[src/rtl/ncl_tx_2rail.sv]
// ncl_tx_2rail: clocked valid/ready to two-rail NCL wavefront transmitter.
// Define NCL_TX_STATS_EN to add the wave_count port and its counter.
module ncl_tx_2rail #(
    parameter int WIDTH = 4,
    parameter int SYNC_STAGES = 2
) (
    input  logic               clk,
    input  logic               init_n,
    input  logic               in_valid,
    input  logic [WIDTH-1:0]   in_data,
    output logic               in_ready,
    output logic [2*WIDTH-1:0] Z,
    input  logic               ZCOMP
`ifdef NCL_TX_STATS_EN
    ,
    output logic [15:0]        wave_count
`endif
);
    typedef enum logic [1:0] {S_WAIT, S_IDLE, S_DATA, S_NULL} state_t;
    state_t state;
    logic [SYNC_STAGES-1:0] sync;
    logic [WIDTH-1:0] hold;
    logic [2*WIDTH-1:0] enc;
    logic zs, hold_full, load, unload;
    assign zs = sync[SYNC_STAGES-1];
    assign in_ready = init_n && !hold_full;
    assign load = in_valid && in_ready;
    assign unload = state == S_IDLE && hold_full && !zs;
    for (genvar i = 0; i < WIDTH; i++) begin : g_enc
        assign enc[2*i+1:2*i] = {hold[i], !hold[i]};
    end
    // Synchronizer resets to request-for-NULL so a torn downstream wavefront is flushed first
    always_ff @(posedge clk or negedge init_n)
        if (!init_n) sync <= '1;
        else sync <= {sync[SYNC_STAGES-2:0], ZCOMP};
    always_ff @(posedge clk or negedge init_n)
        if (!init_n) begin
            hold_full <= 1'b0;
            hold <= '0;
        end else begin
            hold_full <= load || (hold_full && !unload);
            if (load) hold <= in_data;
        end
    always_ff @(posedge clk or negedge init_n)
        if (!init_n) begin
            state <= S_WAIT;
            Z <= '0;
        end else
            case (state)
                S_WAIT: if (!zs) state <= S_IDLE;
                S_IDLE: if (unload) begin
                    Z <= enc;
                    state <= S_DATA;
                end
                S_DATA: if (zs) begin
                    Z <= '0;
                    state <= S_NULL;
                end
                default: if (!zs) state <= S_IDLE;
            endcase
`ifdef NCL_TX_STATS_EN
    always_ff @(posedge clk or negedge init_n)
        if (!init_n) wave_count <= '0;
        else if (state == S_NULL && !zs) wave_count <= wave_count + 16'd1;
`endif
endmodule

[config.mk]
export PLATFORM = sky130hd
export DESIGN_NAME = ncl_tx_2rail
export DESIGN_NICKNAME = d
export VERILOG_FILES = /design/src/rtl/ncl_tx_2rail.sv
export SDC_FILE = /design/constraint.sdc
export NUM_CORES = 1
export LEC_CHECK = 0
export ABC_CLOCK_PERIOD_IN_PS = 3700
export CAP_MARGIN = 0
export CORE_MARGIN = 10
export CORE_UTILIZATION = 34
export CTS_CLUSTER_SIZE = 40
export DETAILED_ROUTE_END_ITERATION = 8
export PLACE_DENSITY = 0.58
export REMOVE_ABC_BUFFERS = 1
export SLEW_MARGIN = 10
export SYNTH_ARGS = -nofsm -noshare
export SYNTH_HDL_FRONTEND = slang
export SYNTH_SLANG_ARGS = --single-unit
[constraint.sdc]
create_clock -name clk -period 3.7 [get_ports clk]
set_input_delay 0.555 -clock clk [delete_from_list [all_inputs] [get_ports clk]]
set_output_delay 0.555 -clock clk [all_outputs]
set_load 0.05 [all_outputs]
==> results of run 1 <==
==> flip-flops by register name, summed over array words and instances (netlist names) <==
| signal | cells |
|---|---|
| hold_full | 1 |
| Z | 8 |
| state | 2 |
| sync | 2 |
| hold | 4 |
==> where the power goes <==
group	switching, mW	internal (mW)	total (mW)
clock	0.0552	0.0402	0.0954
combinational	0.303	0.199	0.503
sequential	0.0718	0.263	0.335
==> synth_stat cells <==
cell type and number:
nand4bb_1 1, buf_6 1, nand2_1 9, ha_1 3, a211oi_1 2, buf_2 2, nor4bb_1 2, dfstp_2 2
a22oi_1 2, o22ai_1 2, and3b_1 1, nand2b_1 1, nor2b_4 1, nor2b_1 2, mux2_2 4, inv_1 3
clkbuf_2 1, a21oi_1 4, o21ai_0 2, o221ai_1 2, and2b_1 1, a221oi_2 4, dfrtp_1 15, nor2_1 10
or2b_1 1
==> routing by layer <==
metal | vias up | routed length (um)
met5 | - | 0
met4 | 0 | 30
met2 | 16 | 808
li1 | 313 | -
met3 | 2 | 111
met1 | 303 | 800
==> through the flow <==
| step | power (mW) | setup WS [ns] | util, % |
|---|---|---|---|
| 2_1_floorplan | 0.6950 | 1.692 | - |
| 3_3_place_gp | 0.8311 | 1.088 | 42.59 |
| 3_5_place_dp | 0.8491 | 1.096 | 42.59 |
| 4_1_cts | 0.9479 | 1.077 | 43.72 |
| 5_1_grt | 1.019 | 1.057 | 43.72 |
| 6_report | 0.9330 | 1.082 | 43.72 |
==> worst paths after layout <==
kind                       startpoint  endpoint  slack, ns  depth (start not counted)
hold reg to reg               sync[0]   sync[1]       0.36                          0
max in group asynchronous      init_n   sync[1]       2.81                          2
min in group asynchronous      init_n  state[0]       0.63                          2
setup / recovery               init_n  in_ready       1.08                          3
setup reg to reg             state[0]      Z[1]       1.88                          5
hold / removal                sync[0]   sync[1]       0.36                          0
==> cell families after synthesis <==
kind of cell / after synthesis
AO/OA/AOI/OAI: 18
adder cells (fa/ha/maj): 3
buffers and inverters: 7
flip-flops: 17
multiplexers: 4
AND/OR/NAND/NOR: 29
==> worst reg2reg max path: stages (launching register included) <==
cell	delay (ns)
dfrtp_1	0.44
inv_1	0.10
ha_1	0.63
nand4bb_1	0.31
nor2_1	0.06
a211oi_1	0.20
==> final cells by class <==
class                   count  area share (%)
inverters                   3           1.059
repair buffers             17           15.76
clock inverters             1          0.4706
flip-flops and latches     17           40.24
well taps                  30           3.529
multi-input cells          54           36.82
clock buffers               3           2.118
==> results.md, run 1 <==
* Outcome: completed
* Post-Layout Inst Area at 1064 um^2
* Gr ovfl total at 0
* Sequential area share after synthesis at 49.93%
* Largest net degree at the start of global routing at 19
* Met1 GRT Util at 9.040%
* Final setup viols at 0
* Row cnt at 18
* Tmin final at 2.618 ns
* Die ar. at 4929 um^2
* Crit path top cell by count: clkdlybuf4s50_1
* Post-CTS Setup Bufs at 0
* P&R area growth vs syn at 24.09%
* Synth Area in Simple Gates at 18.54%
* Worst path bufs/invs at 2
* Mean Syn Cell Area at 10.99 um^2
* Met3 Use GR at 3.814%
* Chip width at 70.21 um
* Unrepaired setup endpoints after global routing: no
* Clock Pin Slew Worst Setup and Hold Paths at 0.09 ns
* Tot GR Track Use at 7.831%
* P_leak at 0.4540 nW
* Multi-input gate area at 391.6 um^2
* Chip height at 70.21 um
* Post-synthesis cell type count at 25
* CTS Hold Bufs at 0
* Vias in the first global route at 670
* Worst-Margin Slew at 0.7264 ns
* Filler cells at 236
* TritonCTS clock tree: yes
* Fmax at 382.0 MHz
* Final nets at 107
* Post-synthesis compound-gate area fraction at 17.52%
* Commonest non-fill, non-tap cell in the layout: clkdlybuf4s50_1
* Initial DRC Count at 49
* Final Max Tran Viols at 0
* Final hold violation count at 0
* Crit path DAT at 2.06 ns
* Crit-path slowest cell: clkdlybuf4s50_1
* Routability Congestion at 0.7002
* Crit-path leading delay family: buffers and inverters
* Max clock buf depth at 2
* Peak VDD IR at 0.3712 mV
* Power Density at 877.3 nW/um^2
* Largest cells by area after synthesis: dfrtp_1 44%, a221oi_2 7.0%, dfstp_2 6.1%
* Root buf cell: clkbuf_4
* Placed Cells at 121
* Worst Setup Start Kind: input pin
* Setup Skew at 0.003077 ns
* DP Area at 1036 um^2
* Worst skew pair latency at 0.29 ns
* DR vias/cell at 5.072
* Port Buf Inserts at 16
* Layout cells sized above 1 at 16.84%
* Via count at 634
* Post_cts resized at 0
* Synth Area in Adders at 4.380%
* Normalized max-slew margin at 51.58%
* First drt pass iteration count at 4
* Final Cycle Share at 70.75%
* Setup crit end kind: primary output
* Sink Count at 17
* Synth Warn # at 0
* WHS at 0.3615 ns
* First-pass GRT wire length at 3194 um
* DP HPWL at 1354 um
* Total CTS buffers at 3
* I/O pin count at 17
* H-tree depth at 1
* Seq cells post-synth at 17
* Met2 Track Usage GR at 11.98%
* Core area at 2432 um^2
* Worst Path Required at 3.14 ns
* ANT nets after route at 0
* Non-Filler Instances at 125
* DRC violations left at 0
* Mux cell area share after synthesis at 5.255%
* Initial antenna violation count at 0
* Post-Syn Area at 857.1 um^2
* Critical-path cell list: clkdlybuf4s50_1, nor2b_1, clkdlybuf4s50_1
* Setup CP Type: in -> out
* Largest area contributor in the netlist: dfrtp_1
* Commonest non-fill, non-tap cells in the layout: 16 x clkdlybuf4s50_1, 15 x dfrtp_1, 10 x nor2_1
* Yosys top cell area share at 43.80%
* FF/Latch Area at 427.9 um^2
* GRT busiest layer: met2
* Routed len/inst at 14.01 um
* Initial Util at 35.24%
* Antenna cells at 0
* Hold/Removal Path Class: reg -> reg
* Largest family of logic cells by synthesized area: simple AND/OR/NAND/NOR gates
* Mapped Cells at 78
* Max Cap Viol at 0
* Sum Neg Setup Slack at 0 ns
* Worst-path fanout max at 2
* Post-synthesis xor/xnor area fraction at 0%
* Slowest stage delay, CP at 0.83 ns
* Total Wirelength at 1751 um
Note: power is estimated with default switching activity, not from simulation.
==> inputs of run 2 (changes only) <==
--- a/config.mk
+++ b/config.mk
@@ -5,7 +5,7 @@
 export SDC_FILE = /design/constraint.sdc
 export NUM_CORES = 1
 export LEC_CHECK = 0
-export ABC_CLOCK_PERIOD_IN_PS = 3700
+export ABC_CLOCK_PERIOD_IN_PS = 2700
 export CAP_MARGIN = 0
 export CORE_MARGIN = 10
 export CORE_UTILIZATION = 34
==> constraint.sdc (replaced) <==
create_clock -name clk -period 2.7 [get_ports clk]
set_input_delay 0.405 -clock clk [delete_from_list [all_inputs] [get_ports clk]]
set_output_delay 0.405 -clock clk [all_outputs]
set_load 0.05 [all_outputs]
==> run 2 against run 1 <==
Clock skew rose by 0.0064 ns. Worst hold slack barely moved. Critical endpoint is now Z[2]. Critical path depth fell by 2. Non-clock buffer count rose by 1. Combinational power rose by 42%. Highest routed layer unchanged.
==> results.md, run 2 (synthesized netlist as in run 1, its figures left out) <==
* Outcome: completed
* I/O pin count at 17 (unchanged)
* Min-delay src: sync[0]
* Crit-path slowest cell: clkdlybuf4s50_1
* Routed len/inst at 13.99 um (-0.11%)
* Met2 Track Usage GR at 11.08% (-0.91 points)
* Commonest non-fill, non-tap cells in the layout: 15 x dfrtp_1, 15 x clkdlybuf4s50_1, 10 x nor2_1
* Setup CP Type: reg -> out
* Clock Pin Slew Worst Setup and Hold Paths at 0.10 ns (about the same)
* Worst Setup Start Kind: register
* Layout cells sized above 1 at 18.75% (+1.9 points)
* DP HPWL at 1344 um (-0.74%)
* Power Density at 1204 nW/um^2 (+37%)
* Largest net degree at the start of global routing at 18 (-1)
* Worst skew pair latency at 0.29 ns (about the same)
* Flip-flop count of the largest register after layout at 8 (unchanged)
* Setup crit end kind: primary output
* Slowest stage delay, CP at 0.82 ns (about the same)
* Row cnt at 18 (unchanged)
* Hold/Removal Path Class: reg -> reg
* Tot GR Track Use at 7.803% (-0.029 points)
* Normalized max-slew margin at 66.27% (+15 points)
* Chip width at 70.21 um (unchanged)
* CTS Hold Bufs at 0 (unchanged)
* Non-Filler Instances at 126 (+0.80%)
* Sum Neg Setup Slack at 0 ns (unchanged)
* Setup Skew at 0.009521 ns (+0.006444 ns)
* GRT busiest layer: met2
* Final setup viols at 0 (unchanged)
* Routability Congestion at 0.7026 (+0.34%)
* Worst Path Required at 2.30 ns (-0.84 ns)
* Max clock buf depth at 2 (unchanged)
* First-pass GRT wire length at 3243 um (+1.5%)
* Placed Cells at 122 (+0.83%)
* P&R area growth vs syn at 26.13%
* Final Cycle Share at 70.29%
* Worst-Margin Slew at 0.5044 ns (-0.2219 ns)
* Peak VDD IR at 0.5157 mV (+39%)
* Filler cells at 235 (-0.42%)
* Chip height at 70.21 um (unchanged)
* Power Total at 1.301 mW (+39%)
* Antenna cells at 0 (unchanged)
* Met3 Use GR at 3.672% (-0.14 points)
* Total CTS buffers at 3 (unchanged)
* Reg2Reg Launch Point: state[1]
* Sink Count at 17 (unchanged)
* H-tree depth at 1 (unchanged)
* Core area at 2432 um^2 (unchanged)
* Final hold violation count at 0 (unchanged)
* Critical-path cell list: clkdlybuf4s50_1
* Met1 GRT Util at 10.25% (+1.2 points)
* Largest reg by FF count: Z
* TritonCTS clock tree: yes
* Worst path bufs/invs at 1 (-1)
* ANT nets after route at 0 (unchanged)
* Root buf cell: clkbuf_4
* Worst-path fanout max at 3 (+1)
* Worst setup path start: Z[2]
* Die ar. at 4929 um^2 (unchanged)
* Tmin final at 1.898 ns
* DR vias/cell at 5.071 (about the same)
* Crit-path leading delay family: buffers and inverters
* Unrepaired setup endpoints after global routing: no
* Initial antenna violation count at 0 (unchanged)
* Initial DRC Count at 68 (+39%)
* Total Wirelength at 1763 um (+0.69%)
* Final Max Tran Viols at 0 (unchanged)
* P_leak at 0.4643 nW (+2.3%)
* Fmax at 526.9 MHz
* WHS at 0.3614 ns (-0.00008900 ns)
* Post_cts resized at 0 (unchanged)
* Via count at 639 (+0.79%)
* Port Buf Inserts at 16 (unchanged)
* Final nets at 108 (+0.93%)
* Crit path DAT at 1.49 ns (-0.57 ns)
* Post-CTS Setup Bufs at 0 (unchanged)
* Initial Util at 35.24% (unchanged)
* Vias in the first global route at 656 (-2.1%)
* First drt pass iteration count at 4 (unchanged)
* Gr ovfl total at 0 (unchanged)
* Max Cap Viol at 0 (unchanged)
* DRC violations left at 0 (unchanged)
* Top Registers: Z (8), hold (4)
run 2: cell types whose count changed in the layout (fill, tap and decap cells not counted), sizes merged:
cell,change
clkdlybuf4s50,-1
buf,+2
run 2: final cells by class:
| type | count | area, um^2 | area share [%] |
|---|---|---|---|
| Clock buffer | 3 | 22.52 | 2.083 |
| Tap cell | 30 | 37.54 | 3.472 |
| Timing Repair Buffer | 18 | 185.2 | 17.13 |
| Multi-Input combinational cell | 54 | 391.6 | 36.23 |
| Sequential cell | 17 | 427.9 | 39.58 |
| Inverter | 3 | 11.26 | 1.042 |
| Clock inverter | 1 | 5.005 | 0.4630 |
run 2: worst paths after layout:
check,to,slack (ns),depth (start not counted)
setup / recovery,Z[2],0.80,1
setup reg to reg,Z[4],0.94,5
min in group asynchronous,state[0],0.48,2
max in group asynchronous,sync[1],1.96,2
hold reg to reg,sync[1],0.36,0
hold / removal,sync[1],0.36,0
run 2: per-layer routing:
layer | vias up | routed length, um
li1 | 316 | -
met2 | 15 | 761
met3 | 2 | 94
met4 | 0 | 21
met1 | 306 | 886
met5 | - | 0
run 2: through the flow:
step	util (%)	instance area [um^2]	setup slack, ns
after floorplan	-	830.8	0.8418
after global placement	43.31	1054	0.8864
after detailed placement	43.31	1054	0.9036
after CTS	44.44	1081	0.7956
after global routing	44.44	1081	0.7257
final	44.44	1081	0.8021
run 2: power breakdown:
part	internal, mW	switching (mW)
sequential	0.360	0.0930
clock	0.0550	0.0775
combinational	0.289	0.427
==> RTL change: new RTL, flow settings as in run 2 <==
Change the parameter `WIDTH` from 4 to 5.
--- a/src/rtl/ncl_tx_2rail.sv
+++ b/src/rtl/ncl_tx_2rail.sv
@@ -2,5 +2,5 @@
 // Define NCL_TX_STATS_EN to add the wave_count port and its counter.
 module ncl_tx_2rail #(
-    parameter int WIDTH = 4,
+    parameter int WIDTH = 5,
     parameter int SYNC_STAGES = 2
 ) (
Ports: changed (resized Z and in_data); port bits go from 17 to 20. No check against the original RTL was run, so the function may have changed too.
==> RTL change against run 2 <==
Worst setup slack got worse by 0.023 ns. Sequential share of layout area increased by 0.34 points. First-iteration DRC count decreased by 43%. Critical path type unchanged. Via count increased by 18%. Synthesized cell count increased by 14%. Count of clock-buffer cells in the layout increased by 1. Sequential cell count increased by 3. Wire length increased by 33%. Area after synthesis increased by 15%. Clock skew decreased by 0.0030 ns. Final area increased by 17%. Worst hold slack improved by 0.0016 ns. Power increased by 20%. Combinational power increased by 19%. Highest routed layer unchanged.
==> RTL change: results (changes against run 2) <==
- P_seq: 0.533 mW (+18%)
- GP Congestion: 0.769 (+9.5%)
- Internal power: 0.841 mW (+19%)
- Total power draw: 1.56 mW (+20%)
- Number of global-route vias before repair: 797 (+21%)
- HPWL Detailed: 1690 um (+26%)
- Global-route usage over all layers: 0.0926 (+0.0146)
- Placed instance count: 138 (+13%)
- Skew final: 0.00654 ns (-0.00298 ns)
- Fraction of layout cells with a size suffix above 1: 0.189 (+0.00169)
- Largest net degree at the start of global routing: 21 (+3)
- 1st-iter DRT viols: 39 (-43%)
- Leakage: 0.538 nW (+16%)
- Top cells by area, synth: dfrtp_1, a221oi_2, dfstp_2
- Clock transition at the registers of the reported paths: 0.12 ns (+0.02 ns)
- Fin crit period: 1.92 ns (+0.0227 ns)
- Adder-Cell Fraction of Synth Area: 0.0381 (-0.00568)
- Reg-to-Reg End: Z[8]
- First-pass GRT wire length: 3860 um (+19%)
- Sequential area share after synthesis: 0.511 (+0.0115)
- Synth Area in Compound Gates: 0.180 (+0.00525)
- Status: complete, no violations
- Synth top area share: 0.457 (+0.0195)
- WHS: 0.363 ns (+0.00157 ns)
- Via-to-Cell Ratio: 5.32 (+4.8%)
- P_comb: 0.850 mW (+19%)
- Vias: 755 (+18%)
- Critical path arrival: 1.52 ns (+0.03 ns)
- Mux share of post-synthesis cell area: 0.0572 (+0.00462)
- Nets: 124 (+15%)
- Per-cell routed wire length: 16.5 um (+18%)
- FF-to-FF path depth: 6 (+1)
- Cell Area, Placed: 1220 um2 (+16%)
- Placement Setup Slack: 0.806 ns (-0.0976 ns)
- Slew Limit Headroom: 0.665 (+0.00248)
- Most frequent cells after synthesis: dfrtp_1, nor2_1, nand2_1
- H-tree depth reported by CTS: 1 (unchanged)
- Top flop regs: Z: 10 flops, hold: 5 flops
- Max VDD drop: 0.541 mV (+4.9%)
- Clock Latency Late Sink: 0.31 ns (+0.02 ns)
- DRT Pass-1 Iters: 4 (unchanged)
- Cells after synthesis: 89 (+14%)
[RTL change: worst max path at each step]
stage | startpoint | to | cells past startpoint
after CTS | Z[1] | Z[1] | 1
after global placement | init_n | hold[4] | 4
after floorplan | init_n | hold[4] | 3
after detailed placement | init_n | hold[4] | 4
final | Z[1] | Z[1] | 1
after global routing | Z[9] | Z[9] | 1
[RTL change: area by class of cell]
cell class | instances | area, um2
timing repair buffer | 22 | 223
multi-input combinational | 62 | 448
sequential | 20 | 503
inverter | 3 | 11.3
fill | 261 | 1500
clock buffer | 4 | 36.3
tap | 31 | 38.8
[RTL change: per-layer routing]
layer	GRT usage	vias up	routed length (um)
met4	0.0352	0	51
met5	0	-	0
met3	0.0431	4	154
met2	0.137	16	1050
met1	0.113	373	1080
li1	-	362	-
[RTL change: cells by family after synthesis]
logic type,Yosys count
simple gates,34
compound gates,20
flops,20
buf+inv,7
mux,5
fa+ha+maj,3
